<file path="src/rtl/counter_seq_ctrl.sv">
// rtl/counter_seq_ctrl.sv - button debounce, run-state FSM and step/direction/load sequencer for the 6-bit display counter
module counter_seq_ctrl #(
    parameter int DEBOUNCE_CYCLES = 4,
    parameter int TICK_DIV        = 2
) (
    input  logic       clk_50MHz,
    input  logic       rst_n,
    input  logic       btn_run_n,
    input  logic       btn_dir_n,
    input  logic       btn_load_n,
    input  logic       mode_bounce,
    input  logic [5:0] preload,
    input  logic [5:0] cnt_value,
    output logic       cnt_load,
    output logic [5:0] cnt_load_val,
    output logic       cnt_step,
    output logic       cnt_dir,
    output logic [1:0] state_show
);

    localparam int DB_W = (DEBOUNCE_CYCLES > 1) ? $clog2(DEBOUNCE_CYCLES) : 1;
    localparam int PS_W = (TICK_DIV > 0) ? $clog2(TICK_DIV + 1) : 1;
    localparam logic [DB_W-1:0] DB_MAX  = DB_W'(DEBOUNCE_CYCLES - 1);
    localparam logic [PS_W-1:0] PS_TERM = PS_W'(TICK_DIV);

    typedef enum logic [1:0] {
        S_IDLE  = 2'b00,
        S_RUN   = 2'b01,
        S_PAUSE = 2'b10,
        S_LOAD  = 2'b11
    } state_t;

    // Button lanes: bit 0 = run, bit 1 = dir, bit 2 = load (all active-low raw)
    logic [2:0]      btn_raw;
    logic [2:0]      sync_a;
    logic [2:0]      sync_b;
    logic [2:0]      db_level;
    logic [2:0]      db_prev;
    logic [2:0]      press;
    logic [DB_W-1:0] db_cnt [3];

    logic            press_run;
    logic            press_dir;
    logic            press_load;

    state_t          state;
    logic [PS_W-1:0] prescaler;
    logic [5:0]      limit;

    logic            tick;
    logic            stay_run;
    logic            step_ok;
    logic            flip;

    assign btn_raw    = {btn_load_n, btn_dir_n, btn_run_n};
    assign press_run  = press[0];
    assign press_dir  = press[1];
    assign press_load = press[2];
    assign state_show = state;

    // Synchronise, debounce and edge-detect each button; a press is one cycle after the debounced fall
    always_ff @(posedge clk_50MHz) begin
        if (!rst_n) begin
            sync_a   <= '1;
            sync_b   <= '1;
            db_level <= '1;
            db_prev  <= '1;
            press    <= '0;
            for (int i = 0; i < 3; i++) begin
                db_cnt[i] <= '0;
            end
        end else begin
            sync_a  <= btn_raw;
            sync_b  <= sync_a;
            db_prev <= db_level;
            press   <= db_prev & ~db_level;
            for (int i = 0; i < 3; i++) begin
                if (sync_b[i] != db_level[i]) begin
                    if (db_cnt[i] == DB_MAX) begin
                        db_level[i] <= sync_b[i];
                        db_cnt[i]   <= '0;
                    end else begin
                        db_cnt[i] <= db_cnt[i] + DB_W'(1);
                    end
                end else begin
                    db_cnt[i] <= '0;
                end
            end
        end
    end

    // Tick decode plus step/bounce qualification; steps only when the FSM stays in RUN
    always_comb begin
        tick     = 1'b0;
        stay_run = 1'b0;
        step_ok  = 1'b0;
        flip     = 1'b0;
        tick     = (state == S_RUN) && (prescaler == PS_TERM);
        stay_run = tick && !press_load && !press_run;
        step_ok  = stay_run && !(mode_bounce && (limit == 6'd0));
        flip     = stay_run && mode_bounce && (limit != 6'd0) &&
                   ((cnt_dir && (cnt_value >= limit)) || (!cnt_dir && (cnt_value == 6'd0)));
    end

    // Run-state FSM with registered load/step/direction outputs and the step prescaler
    always_ff @(posedge clk_50MHz) begin
        if (!rst_n) begin
            state        <= S_IDLE;
            cnt_load     <= 1'b0;
            cnt_load_val <= 6'd0;
            cnt_step     <= 1'b0;
            cnt_dir      <= 1'b1;
            limit        <= 6'd0;
            prescaler    <= '0;
        end else begin
            cnt_load <= 1'b0;
            cnt_step <= step_ok;
            // A manual toggle and a bounce reversal in the same cycle invert only once
            cnt_dir  <= cnt_dir ^ (press_dir | flip);

            if (state != S_RUN || tick) begin
                prescaler <= '0;
            end else begin
                prescaler <= prescaler + PS_W'(1);
            end

            case (state)
                S_IDLE, S_PAUSE: begin
                    if (press_load) begin
                        state        <= S_LOAD;
                        cnt_load     <= 1'b1;
                        cnt_load_val <= preload;
                        limit        <= preload;
                    end else if (press_run) begin
                        state <= S_RUN;
                    end
                end
                S_RUN: begin
                    if (press_load) begin
                        state        <= S_LOAD;
                        cnt_load     <= 1'b1;
                        cnt_load_val <= preload;
                        limit        <= preload;
                    end else if (press_run) begin
                        state <= S_PAUSE;
                    end
                end
                default: begin
                    state <= S_IDLE;
                end
            endcase
        end
    end

endmodule

</file>
<file path="config.mk">
export PLATFORM = sky130hd
export DESIGN_NAME = counter_seq_ctrl
export DESIGN_NICKNAME = d
export VERILOG_FILES = /design/src/rtl/counter_seq_ctrl.sv
export SDC_FILE = /design/constraint.sdc
export NUM_CORES = 1
export LEC_CHECK = 0
export BUFFER_PORTS_ARGS = -buffer_cell sky130_fd_sc_hd__clkbuf_2
export CAP_MARGIN = 5
export CORE_UTILIZATION = 40
export CTS_CLUSTER_SIZE = 25
export DETAILED_ROUTE_END_ITERATION = 10
export HOLD_SLACK_MARGIN = 0.03
export PLACE_DENSITY = 0.66
export SETUP_SLACK_MARGIN = 0.2
export SYNTH_ARGS = -nofsm -noshare
export SYNTH_HDL_FRONTEND = slang
export SYNTH_SLANG_ARGS = --single-unit
</file>
<file path="constraint.sdc">
create_clock -name clk_50MHz -period 1.4 [get_ports clk_50MHz]
set_clock_uncertainty 0.1 [all_clocks]
set_input_delay 0 -clock clk_50MHz [delete_from_list [all_inputs] [get_ports clk_50MHz]]
set_output_delay 0 -clock clk_50MHz [all_outputs]
set_load 0.005 [all_outputs]
</file>
==> results.md, run 1 <==
- Worst path cell trace: inv_2, ha_4, or3b_4, a211oi_2, mux2i_1, nand4b_1
- CTS tree: yes
- Final core utilization: ~63%
- Crit-path leading delay family: simple AND/OR/NAND/NOR gates
- CTS Buffer Depth: 2
- Mapped cell area: 1400 um2
- Share of cells above drive strength 1: a little under two fifths
- Rows: 21
- Clk slew on worst S/H paths: 0.09 ns
- Placed cells: 220
- VDD IR-drop max: between 0.0005 and 0.0006 V
- Asr flop ratio synth: 0%
- Initial Util: about 42%
- Worst hold-check path type: primary input to flip-flop
- Grt ovf: 0
- Final setup fails: 1
- CTS sink cnt: 34
- Commonest cells post-synth: 28 x dfxtp_1, 15 x nor2_1, 12 x nand2b_1
- Yosys top cell by area: dfxtp_1
- Total CTS buffers: 5
- DP Wirelength: 1920 um
- Ranking of synthesized cells by area: dfxtp_1 40%, edfxtp_1 13%, ha_1 8.9%, nand2b_1 5.3%, nor2_1 4.0%
- Worst rel slew slack: between 60% and 70%
- Status: finished with violations
- Distinct cells, synth: 34
- Largest net degree at the start of global routing: 12
- PwrDens: 803 nW/um2
- Fmax: around 650 MHz
- Tmin final: 1.54 ns
- WP buf/inv: 1
- IO buf count: 28
- Mapped Cells: roughly 130
- Post-route clock period utilization: 110%
- Commonest register cell after synthesis: dfxtp_1
- Critical Path AT: between 1.5 and 2 ns
- Clk Latency, worst-skew pair: approximately 0.32 ns
- Max-Cap Viols: 0
- CP endpoint kind: flip-flop
- Slowest stage cell, crit path: or3b_4
- Worst hold margin: -0.142 ns
- Seq cells post-synth: 34
- DR WL/cell: 12.0 um
- First-pass detailed-route iteration total: 4
- Gpl congestion: 0.752
- Via density: around 4.7
- Total number of vias: 1172
- CP Launch Type: flip-flop
- CP Max Fanout: 2
- YS warnings: 0
- Number of synthesized flops with an enable pin: 6
- Top-area cell type share of the netlist area: between 30% and 40%
- Design area: approximately 2100 um2
- P_leak: 0.901 nW
- Area of the die: roughly 3800 um2
- CTS Hold Bufs: 17
- Area of the core: 3340 um2
- Final Max Slew Viols: 0
- Io pins: 29
- Vias in the first global route: 1086
- Setup ws final: -0.143 ns
- Root Driver: clkbuf_4
- Non-Filler Instances: 250
- Worst slew pin tran: around 0.55 ns
- Mean Syn Cell Area: approximately 10 um2
- Top-count cell post-synth: dfxtp_1
- DP Area: ~1700 um2
- First-pass GRT wire length: approximately 4500 um
- Number of H-tree levels: 2
- Crit Path Class: flip-flop to flip-flop
- DRC viols: 0
- Hold Fails Final Rpt: 8
- Initial detailed-routing violation count: 47
- Final wirelength: about 3000 um
- Failing checks: hold timing, setup timing
- CP max stage delay: between 0.3 and 0.4 ns
- Initial antenna violation count: 0
- Sequential area share after synthesis: approximately 53%
- P&R area growth vs syn: 50.0%
- Width of the die: between 60 and 70 um
- Die height: 61.2 um
- RSZ-0062 raised after global routing: yes
- GR Util All Layers: 16.7%
- Nets: around 230
- Antenna-violating nets left: 0
- N_diodes: 0
- Required time worst endpoint: approximately 1.5 ns
==> worst register-to-register path, delay by kind of cell, from the launching register on <==
family | cells | cell delay [ns]
AND/OR/NAND/NOR | 2 | 0.55
AO/OA/AOI/OAI | 1 | 0.18
flip-flops | 1 | 0.33
adder cells (fa/ha/maj) | 1 | 0.12
multiplexers | 1 | 0.09
buffers and inverters | 1 | 0.06
==> sequential cells by signal, summed over array words and instances, names as in the netlist <==
register,flops
db_prev,3
sync_b,3
limit,6
prescaler,2
db_cnt,6
cnt_load,1
cnt_dir,1
press,3
cnt_step,1
state_show,2
db_level,3
sync_a,3
==> kinds of logic after synthesis <==
logic type / Yosys count / share of synthesized area (%)
other cells: 1 / 0.267
xor+xnor: 3 / 1.87
simple gates: 52 / 21.2
mux: 5 / 3.57
buf+inv: 14 / 3.83
flops: 34 / 52.8
fa+ha+maj: 10 / 8.91
compound gates: 15 / 7.58
==> layout by cell type, fill, tap and decap left out, drive strengths merged, types with 2 or more instances in the layout <==
cell type / count
ha: 10
buf: 17
mux2i: 5
a21oi: 5
dlygate4sd3: 15
inv: 11
and4b: 2
nor4b: 3
nand2b: 12
nor2: 15
a2111oi: 2
conb: 6
edfxtp: 6
nand3b: 2
clkbuf: 36
nor4: 3
o21ai: 2
nand2: 4
dfxtp: 28
nor3: 4
xor2: 2
==> stage by stage <==
stage                     worst slack (ns)  total power, mW  setup TNS [ns]
after detailed placement            -0.128             1.15          -0.128
after global routing                -0.196             1.77          -0.196
after CTS                           -0.145             1.68          -0.145
after global placement              -0.101             1.14          -0.101
final                               -0.143             1.69          -0.143
after floorplan                    -0.0868             1.10         -0.0868
==> layout make-up <==
class | instances | area, um2
fill | 274 | 1230
multi-input combinational | 91 | 777
sequential | 34 | 744
timing repair buffer | 60 | 437
tap | 46 | 57.6
clock buffer | 8 | 48.8
inverter | 11 | 41.3
==> report_power, final <==
part,switching [mW],internal (mW)
logic,0.0687,0.0969
registers,0.0132,1.01
clock network,0.298,0.200
==> metal layers <==
metal | up-vias | GRT usage [%] | part of all wire, %
li1 | 603 | - | -
met1 | 538 | 16.9 | 42
met2 | 26 | 32.8 | 53
met3 | 5 | 3.78 | 3.7
met4 | 0 | 6.82 | 1.2
met5 | - | 0 | 0
==> worst paths after layout <==
| path | endpoint | from | cells past startpoint | slack [ns] |
|---|---|---|---|---|
| max | cnt_dir$_SDFF_PN1_ | prescaler[0]$_SDFF_PP0_ | 6 | -0.14 |
| min | cnt_dir$_SDFF_PN1_ | rst_n | 2 | -0.14 |
| max reg2reg | cnt_dir$_SDFF_PN1_ | prescaler[0]$_SDFF_PP0_ | 6 | -0.14 |
| min reg2reg | press[0]$_SDFF_PN0_ | db_prev[0]$_SDFF_PN1_ | 2 | 0.31 |
==> timing repair <==
action	4_1_cts	5_1_grt
pin swaps	1	3
endpoints found under the hold margin	21	6
cloned	0	1
gates resized for setup	6	29
buffers inserted	3	3
setup endpoints to repair	12	18
Power figures use the tool's default switching activity.
==> run 2, diff against run 1 <==
--- a/config.mk
+++ b/config.mk
@@ -12,6 +12,7 @@
 export DETAILED_ROUTE_END_ITERATION = 10
 export HOLD_SLACK_MARGIN = 0.03
 export PLACE_DENSITY = 0.66
+export RECOVER_POWER = 100
 export SETUP_SLACK_MARGIN = 0.2
 export SYNTH_ARGS = -nofsm -noshare
 export SYNTH_HDL_FRONTEND = slang
==> run 2 against run 1 <==
  * Final area shrank 4.9%
  * Final cell count is the same
  * Core utilization shrank 3.1 points
  * The run still ends with hold timing, setup timing left
  * Sequential share of layout area grew 1.8 points
  * Register-to-register slack is essentially flat
  * Critical path depth is the same
  * Die area is the same
  * Non-clock buffer count is the same
  * Clock power is essentially flat
==> results.md, run 2 (synthesis gave the netlist of run 1 again) <==
- DP Area: 1700 um2 (unchanged)
- Worst r2r path cells: 6 (unchanged)
- Worst hold-check path type: primary input to flip-flop (unchanged)
- VDD IR-drop max: 0.000531 V (was 0.000532 V)
- Number of H-tree levels: 2 (unchanged)
- Grt ovf: 0 (unchanged)
- Max-Cap Viols: 0 (unchanged)
- Status: finished with violations (unchanged)
- Total number of vias: 1179 (was 1172)
- Nets: 231 (unchanged)
- Reg2reg end: cnt_dir$_SDFF_PN1_ (unchanged)
- CP Max Fanout: 2 (unchanged)
- Hold Fails Final Rpt: 8 (unchanged)
- DRC viols: 0 (unchanged)
- CTS tree: yes (unchanged)
- P_leak: 0.866 nW (was 0.901 nW)
- Switching Share: 22.2% (was 22.5%)
- PwrDens: 836 nW/um2 (was 803 nW/um2)
- Clock share of power: 29.8% (was 29.5%)
- Final wirelength: 3030 um (was 3000 um)
- Seq pwr share: 61.2% (was 60.7%)
- Width of the die: 61.2 um (unchanged)
- Total CTS buffers: 5 (unchanged)
- CTS sink cnt: 34 (unchanged)
- Commonest non-fill, non-tap cell in the layout: dfxtp_1 (was clkbuf_2)
- Logic pwr share: 8.9% (was 9.8%)
- Worst path cell trace: inv_2, ha_4, or3b_4, a211oi_2, mux2i_1, nand4b_1 (unchanged)
- First-pass GRT wire length: 4470 um (unchanged)
- Most frequent cells in the layout: 26 x dfxtp_1, 25 x clkbuf_2, 15 x dlygate4sd3_1 (was 28 x clkbuf_2, 25 x dfxtp_1, 15 x dlygate4sd3_1)
- Met1 Track Usage GR: 16.9% (unchanged)
- P&R area growth vs syn: 42.6% (was 50.0%)
- First-pass detailed-route iteration total: 4 (unchanged)
- Crit path capture: cnt_dir$_SDFF_PN1_ (unchanged)
- Busiest layer in global routing: met2 (unchanged)
- DP Wirelength: 1920 um (unchanged)
- CTS Buffer Depth: 2 (unchanged)
- Crit Path Class: flip-flop to flip-flop (unchanged)
- DR WL/cell: 12.1 um (was 12.0 um)
- Met3 usage: 3.78% (unchanged)
- Rows: 21 (unchanged)
- Gpl congestion: 0.752 (unchanged)
- CP max stage delay: 0.38 ns (about the same)
- Post-route clock period utilization: 110% (about the same)
- Required time worst endpoint: 1.50 ns (about the same)
- Area of the die: 3750 um2 (unchanged)
- CTS Hold Bufs: 17 (unchanged)
- Failing checks: hold timing, setup timing (unchanged)
- Root Driver: clkbuf_4 (unchanged)
- IO buf count: 28 (unchanged)
- Die height: 61.2 um (unchanged)
- M2 GR Usage: 32.8% (unchanged)
- R2r setup slk: -0.14 ns (about the same)
- Setup ws final: -0.144 ns (was -0.143 ns)
- Pwr Total: 1.67 mW (was 1.69 mW)
- Area of the core: 3340 um2 (unchanged)
- Initial Util: 42.1% (unchanged)
- CP Launch Type: flip-flop (unchanged)
- Critical path origin: prescaler[0]$_SDFF_PP0_ (unchanged)
- Initial detailed-routing violation count: 64 (was 47)
- RSZ-0062 raised after global routing: yes (unchanged)
- Fmax: 648 MHz (about the same)
- Final Max Slew Viols: 0 (unchanged)
- P_sw: 0.371 mW (was 0.380 mW)
- Io pins: 29 (unchanged)
- CP endpoint kind: flip-flop (unchanged)
- N_diodes: 0 (unchanged)
- Critical Path AT: 1.64 ns (about the same)
- Initial antenna violation count: 0 (unchanged)
- Slowest stage cell, crit path: or3b_4 (unchanged)
- Tmin final: 1.54 ns (about the same)
- GR Util All Layers: 16.7% (unchanged)
- Final setup fails: 1 (unchanged)
- P_int: 1.30 mW (was 1.31 mW)
- Antenna-violating nets left: 0 (unchanged)
- Fill cells: 297 (was 274)
- Design area: 2000 um2 (was 2110 um2)
- Vias in the first global route: 1086 (unchanged)
- FF-to-FF Start: prescaler[0]$_SDFF_PP0_ (unchanged)
- Worst hold margin: -0.144 ns (was -0.142 ns)
- Clk Latency, worst-skew pair: 0.32 ns (about the same)
- Share of cells above drive strength 1: 30.4% (was 36.8%)
- Largest net degree at the start of global routing: 12 (unchanged)
- Via density: 4.72 (was 4.69)
- Largest regs: db_cnt: 6 flops, limit: 6 flops (unchanged)
- Clk slew on worst S/H paths: 0.09 ns (about the same)
==> run 2: cell count changes in the layout (fill, tap and decap cells not counted), moves of 2 or more <==
cell / previous run / this run
clkbuf_2: 28 / 25
buf_4: 12 / 9
clkbuf_1: 3 / 9
ha_4: 3 / 1
nor4b_1: 0 / 3
ha_1: 7 / 9
nor4b_4: 2 / 0
==> run 2: worst min-delay path by stage <==
stage,start,to,slack (ns),cells past startpoint
after floorplan,rst_n,sync_b[2]$_SDFF_PN1_,-0.03,1
after global placement,btn_load_n,sync_a[2]$_SDFF_PN1_,0.08,2
after detailed placement,btn_dir_n,sync_a[1]$_SDFF_PN1_,0.08,2
after CTS,rst_n,cnt_dir$_SDFF_PN1_,-0.16,2
after global routing,rst_n,cnt_dir$_SDFF_PN1_,-0.14,2
final,rst_n,cnt_dir$_SDFF_PN1_,-0.14,2
==> run 2: power by group through the flow <==
stage                     Combinational, mW  Sequential, mW  Clock [mW]
after floorplan                      0.0518            1.04           0
after global placement               0.0936            1.05           0
after detailed placement              0.100            1.05           0
after CTS                             0.148            1.02       0.511
after global routing                  0.169            1.03       0.550
final                                 0.149            1.02       0.499
==> run 2: critical path, delay by kind of cell, from the launching register on <==
kind,cells,cell delay (ns)
muxes,1,0.09
DFF,1,0.33
buffers and inverters,1,0.06
and+or+nand+nor,2,0.55
adders and majority gates,1,0.12
AOI/OAI and AO/OA,1,0.18
==> run 2: timing repair <==
item | in CTS | in global routing
pin swaps | 1 | 3
hold endpoints to repair | 21 | 6
buffers inserted | 3 | 3
setup endpoints to repair | 12 | 18
gates cloned | 0 | 1
resized for setup | 6 | 29
==> run 2: metrics by stage <==
| step | instances | setup TNS [ns] | hold WS (ns) | setup WS, ns | util, % |
|---|---|---|---|---|---|
| 6_report | 250 | -0.144 | -0.144 | -0.144 | 60.0 |
| 3_5_place_dp | 220 | -0.128 | 0.0827 | -0.128 | 51.0 |
| 5_1_grt | 250 | -0.474 | -0.137 | -0.196 | 60.0 |
| 2_1_floorplan | 139 | -0.0868 | -0.0270 | -0.0868 | - |
| 4_1_cts | 248 | -0.145 | -0.158 | -0.145 | 59.1 |
| 3_3_place_gp | 220 | -0.101 | 0.0823 | -0.101 | 51.0 |
==> run 2: routing by layer <==
metal | up-vias | share of wire (%)
met1 | 540 | 42
met3 | 5 | 4.4
met4 | 0 | 1.2
li1 | 599 | -
met2 | 35 | 53
met5 | - | 0
==> run 2: area by class of cell <==
type / count / area, um2 / area share (%)
Tap cell: 46 / 57.6 / 2.88
Sequential cell: 34 / 743 / 37.1
Multi-Input combinational cell: 91 / 693 / 34.6
Inverter: 11 / 41.3 / 2.06
Timing Repair Buffer: 60 / 418 / 20.9
Clock buffer: 8 / 48.8 / 2.44
